$ cat config.mk
export PLATFORM = sky130hd
export DESIGN_NAME = interleaver_addr_seq
export DESIGN_NICKNAME = d
export VERILOG_FILES = /design/src/rtl/interleaver_addr_seq.sv
export SDC_FILE = /design/constraint.sdc
export NUM_CORES = 1
export LEC_CHECK = 0
export ABC_AREA = 0
export CAP_MARGIN = 20
export CORE_MARGIN = 1
export CORE_UTILIZATION = 40
export CTS_BUF_LIST = sky130_fd_sc_hd__clkbuf_2 sky130_fd_sc_hd__clkbuf_4 sky130_fd_sc_hd__clkbuf_8
export CTS_CLUSTER_DIAMETER = 120
export CTS_CLUSTER_SIZE = 8
export DETAILED_ROUTE_END_ITERATION = 12
export PLACE_DENSITY = 0.67
export SLEW_MARGIN = 20
export SYNTH_ARGS = -nofsm -noshare
export SYNTH_HDL_FRONTEND = slang
export SYNTH_SLANG_ARGS = --single-unit
$ cat constraint.sdc
create_clock -name clk -period 2.31 [get_ports clk]
set_input_delay 0.3465 -clock clk [delete_from_list [all_inputs] [get_ports clk]]
set_output_delay 0.3465 -clock clk [all_outputs]
set_load 0.005 [all_outputs]
$ cat src/rtl/interleaver_addr_seq.sv
// interleaver_addr_seq: interleaver RAM address sequencer (write pass, gap, read pass).
// Define INTLV_SEQ_STALL_EN to let rd_rdy stall the read pass; otherwise rd_rdy is ignored.
module interleaver_addr_seq #(
  parameter int ADDR_W = 12
) (
  input  logic              clk,
  input  logic              n_rst,
  input  logic              start,
  input  logic [ADDR_W-1:0] len_l,
  input  logic              rd_rdy,
  output logic [ADDR_W-1:0] addr,
  output logic [ADDR_W-1:0] pb_offset,
  output logic              wr_vld,
  output logic              rd_vld,
  output logic              busy,
  output logic              done,
  output logic              err
);
  typedef enum logic [1:0] {IDLE, WR, GAP, RD} state_t;
  state_t state_q, state_d;
  logic [ADDR_W-1:0] addr_q, addr_d, len_q, len_d, pb_q, pb_d, addr_inc, tab_off;
  logic wr_q, wr_d, rd_q, rd_d, busy_q, busy_d, done_q, done_d, err_q, err_d;
  logic hit, last, adv;
  assign hit = len_l == ADDR_W'(12'h040) || len_l == ADDR_W'(12'h220) ||
               len_l == ADDR_W'(12'h820) || len_l == ADDR_W'(12'h00A);
  assign tab_off = len_l == ADDR_W'(12'h220) ? ADDR_W'(12'h040) :
                   len_l == ADDR_W'(12'h820) ? ADDR_W'(12'h260) : '0;
  assign addr_inc = addr_q + ADDR_W'(1);
  assign last = addr_inc == len_q;
`ifdef INTLV_SEQ_STALL_EN
  assign adv = rd_rdy;
`else
  assign adv = rd_rdy | 1'b1;
`endif
  always_comb begin
    state_d = state_q;
    addr_d  = addr_q;
    len_d   = len_q;
    pb_d    = pb_q;
    wr_d    = 1'b0;
    rd_d    = 1'b0;
    done_d  = 1'b0;
    err_d   = 1'b0;
    case (state_q)
      IDLE: begin
        addr_d = '0;
        if (start && hit) begin
          state_d = WR;
          len_d   = len_l;
          pb_d    = tab_off;
          wr_d    = 1'b1;
        end else begin
          err_d = start;
        end
      end
      WR: begin
        state_d = last ? GAP : WR;
        addr_d  = last ? '0 : addr_inc;
        wr_d    = !last;
      end
      GAP: begin
        state_d = RD;
        addr_d  = '0;
        rd_d    = 1'b1;
      end
      default: begin
        // a stalled read keeps presenting the same address
        state_d = adv && last ? IDLE : RD;
        addr_d  = !adv ? addr_q : last ? '0 : addr_inc;
        rd_d    = !(adv && last);
        done_d  = adv && last;
      end
    endcase
    busy_d = state_d != IDLE;
  end
  always_ff @(posedge clk or negedge n_rst) begin
    if (!n_rst) begin
      state_q <= IDLE;
      addr_q  <= '0;
      len_q   <= '0;
      pb_q    <= '0;
      wr_q    <= 1'b0;
      rd_q    <= 1'b0;
      busy_q  <= 1'b0;
      done_q  <= 1'b0;
      err_q   <= 1'b0;
    end else begin
      state_q <= state_d;
      addr_q  <= addr_d;
      len_q   <= len_d;
      pb_q    <= pb_d;
      wr_q    <= wr_d;
      rd_q    <= rd_d;
      busy_q  <= busy_d;
      done_q  <= done_d;
      err_q   <= err_d;
    end
  end
  assign addr      = addr_q;
  assign pb_offset = pb_q;
  assign wr_vld    = wr_q;
  assign rd_vld    = rd_q;
  assign busy      = busy_q;
  assign done      = done_q;
  assign err       = err_q;
endmodule

# Word level (Yosys, flattened, before mapping)
# Cells that the tools add are included.
# classes
n_eq_ne,7
n_mux,14
n_addsub,1
reduce_logical,11
# op_table
cell,count
$mux W12,2
$mux W10,2
$add A12 B1 Y12 const B,1
$eq A12 B10 Y1 const B,1
$eq A12 B12 Y1,1
$eq A12 B12 Y1 const B,1
$eq A12 B4 Y1 const B,1
$eq A12 B7 Y1 const B,1
$mux W2,3
$pmux W2 S3,1
$mux W1,4
$pmux W1 S2,2
$reduce_or A2 Y1,2
$logic_or A1 B1 Y1,3
$reduce_or A3 Y1,1
$eq A2 B1 Y1 const B,1
$eq A2 B2 Y1 const B,1
$logic_not A2 Y1,1
$reduce_and A2 Y1,1
$reduce_bool A2 Y1,1
$logic_and A1 B1 Y1,1
$logic_not A1 Y1,1
# word_totals
output_inout_bits,29
wordCells,42
ff_bits,43

# Longest topological paths before layout
# depth
depth_word,8
depth_mapped,8
ltp_nobuf,7

# Worst setup path before layout
# No wires, ideal clock.
# synth_path
path_kind,register to register
startpoint,register addr_q[0] (netlist: addr[0])
endpoint,register addr_q[6] (netlist: addr[6])
path_buffers,1
slack_ns,0.144
path_stages_with_launch,9
arrival_time_ns,2.086
setup_ns,0.080
path_cell_list,dfrtp_1 -> ha_1 -> xnor3_1 -> and4b_1 -> and3_1 -> o211a_1 -> and3_4 -> buf_6 -> nor3b_2
# synth_between
elab_chain_len,4
# synth_lines
element,line_no,text
"start, declared",21,"logic [ADDR_W-1:0] addr_q, addr_d, len_q, len_d, pb_q, pb_d, addr_inc, tab_off;"
"start signal, assigned",89,addr_q <= addr_d;
$add A12 B1 Y12 *,28,assign addr_inc = addr_q + ADDR_W'(1);
$eq A12 B12 Y1,29,assign last = addr_inc == len_q;
$mux W12 *,"58, 69",
$mux W12 *,--,
net addr_d[6],21,
# The timed path passes the listed nets; every way through them passes the cells marked *.
# A chain may end at the register's enable or synchronous reset.

# Worst setup path after layout
# layout_path
startpoint,register addr_q[1] (netlist: addr[1])
endpoint,register addr_q[0] (netlist: addr[0])
# layout_between
elab_chain_len,4
# layout_lines
element,line_no
$add A12 B1 Y12,28
$eq A12 B12 Y1,29
$mux W12,"58, 69"
$mux W12,--
net addr_d[0],21
# The timed path passes the listed nets, and every way through them passes these cells.

==> metrics.cfg <==
[critical_path]
crit_path_end_kind = flop
crit_fanout = 13
crit_chain = ha_1 > xnor3_1 > and4b_1 > and3_1 > o211a_1 > and3_4 > nor3b_1
cpMaxStageDelayCell = xnor3_1
crit_start = addr[1]
r2r_start = addr[1]
cp.arrival_ns = 2.36
crit_type = flop to flop
crit_path_max_incr_delay_ns = 0.46
start_kind = flop
cp.required_ns = 2.49

[synthesis]
syn_area_sq_um = 1820
synth-edff-count = 0
synthArstFlopShare_pct = 100
synthCells = 167
synth_ff_type = dfrtp_1
syn_avg_cell_area_sq_um = 10.9
ys_types = 42
ys_warn_count = 0
ys_ff_latch = 33
seq_area_frac_synth_pct = 45.5

[timing]
slew_headroom_pct = 62.6
clock_skew_ns = 0.00423
fmax_mhz = 461
rsz0062_at_grt = false
hold_viol = 0
slew_violations = 0
finalSetupViolations = 0
fin_crit_ns = 2.17
worst_slew_pin_slew_ns = 0.555
setup_tns_ns = 0
finalCritPeriodShare_pct = 94.0

[layout]
fillers = 383
drive_above_1_share_pct = 13.4
final_area_sq_um = 2310
register_area_sq_um = 826
final_cell_mix = 34 x clkdlybuf4s50_1, 33 x dfrtp_1, 16 x nand2_1
fin_nets = 226
antenna_cells = 0
fin_util_pct = 53.1
final_cells = 261
layout_commonest_cell = clkdlybuf4s50_1
multi_input_area_sq_um = 921
area_growth_pct = 27.2

[floorplan]
ios = 45
die_h_um = 69.4
core_sq_um = 4350
dieArea_sq_um = 4820
die_w_um = 69.4
initial_utilization_pct = 41.7
rows = 24

[place]
hpwlAfterDp_um = 2630
postPlaceCellArea_sq_um = 2220
place_inst = 254
place_congestion = 0.812
io_buffers = 34

[clocking]
ctsHoldBuffers = 0
clk_path_buf_depth = 2
cts_inserted_buffers = 5
htree_levels = 2
tritoncts = done
clock_latency_ns = 0.27
clock-sinks = 33
clk_pin_slew_worst_paths_ns = 0.06
root_buffer = clkbuf_8
post_cts_buffers = 0

[grt]
grt_overflow = 0
antenna_found_initial = 0
grt_pass1_wl_um = 6010
grt_pass1_vias = 1353
grt_max_degree = 34
grt.total_usage_pct = 16.1

[power]
peakVddDrop_v = 0.000212
p_leak_nw = 1.05
total_power_mw = 1.06
powerDensity_nw_per_um2 = 460

[min_path]
hold_path.class = flop to flop
min_from = pb_offset[6]

[detailed_routing]
first_pass_iters = 4
drtAntennaViolNets = 0
wl_per_cell_um = 13.4
drc = 0
drtIter0Drc = 64
vias_per_cell = 5.00
num_vias = 1305
routed_wl_um = 3510

[run]
cap_violations = 0

[outcome]
status = finished clean

==> per-stage QoR <==
stage	hold WS [ns]	setup slack, ns
final	0.472	0.140
after global placement	0.461	-0.0296
after CTS	0.473	0.105
after detailed placement	0.460	-0.148
after global routing	0.512	0.0129
after floorplan	0.0509	0.144
==> worst paths after layout <==
kind	endpoint	slack, ns	cells after the start
setup / recovery	addr[0]	0.14	7
hold / removal	pb_offset[6]	0.47	2
setup reg to reg	addr[0]	0.14	7
hold reg to reg	pb_offset[6]	0.47	2
max in group asynchronous	len_q[5]	1.54	2
min in group asynchronous	addr[4]	0.48	2
==> Yosys cell counts, types with 2 or more instances <==
cell	instances	area share, %
clkbuf_1	2	0.41
nand2_1	16	3.3
xor2_1	8	3.9
a21oi_1	4	1.1
xnor3_1	5	6.2
and2_1	7	2.4
nand2b_1	2	0.69
and4_1	3	1.4
dfrtp_1	33	45
nor4_1	2	0.69
nor3_1	5	1.4
mux2_2	7	4.3
and3_1	2	0.69
nand3_1	3	0.83
o21ai_0	4	1.1
nor3b_1	3	1.2
buf_4	11	4.5
xnor2_1	11	5.3
nand4_1	3	1.0
nor2_1	14	2.9
==> kinds of logic (layout without fill, tap and decap cells) <==
family,Yosys count,count (layout),synth area share [%]
AND/OR/NAND/NOR,71,71,22.4
AO/OA/AOI/OAI,15,15,5.79
XOR/XNOR,24,24,15.4
multiplexers,7,7,4.34
buffers and inverters,15,49,5.79
other,1,9,0.206
adder cells (fa/ha/maj),1,1,0.689
flip-flops,33,33,45.5
==> report_power, final <==
part           leakage [nW]  internal [mW]  switching [mW]  total, mW
sequential            0.431          0.578               0      0.578
combinational         0.574         0.0274          0.0248     0.0522
clock                0.0477          0.248           0.185      0.432
total                  1.05          0.853           0.210       1.06
==> final cells by class <==
type,instances,share of cell area (%)
multi-input combinational,127,39.8
sequential,33,35.7
timing repair buffer,41,17.5
clock buffer,7,3.90
tap,52,2.82
inverter,1,0.162
==> flip-flops by register name (all words and copies together) (netlist names) <==
signal	cells
pb_offset	2
done	1
wr_vld	1
err	1
addr	12
busy	1
state_q	2
rd_vld	1
len_q	12
==> repair_timing <==
action | CTS | global route
hold endpoints to repair | 0 | 0
gates resized for setup | 0 | 1
endpoints found under the setup margin | 0 | 1
==> worst max-delay path, delay by kind of cell (launching register included) <==
family          cells  cell delay, ns
compound gates      1            0.22
xor+xnor            1            0.46
fa+ha+maj           1            0.25
flops               1            0.36
simple gates        4            0.80
==> layer usage <==
metal	vias to the layer above	share of wire [%]	GRT usage (%)
met4	0	1.7	7.71
met3	6	3.6	3.63
met2	33	50	27.4
li1	648	-	-
met5	-	0	0
met1	618	45	19.3
Power figures use the tool's default switching activity.
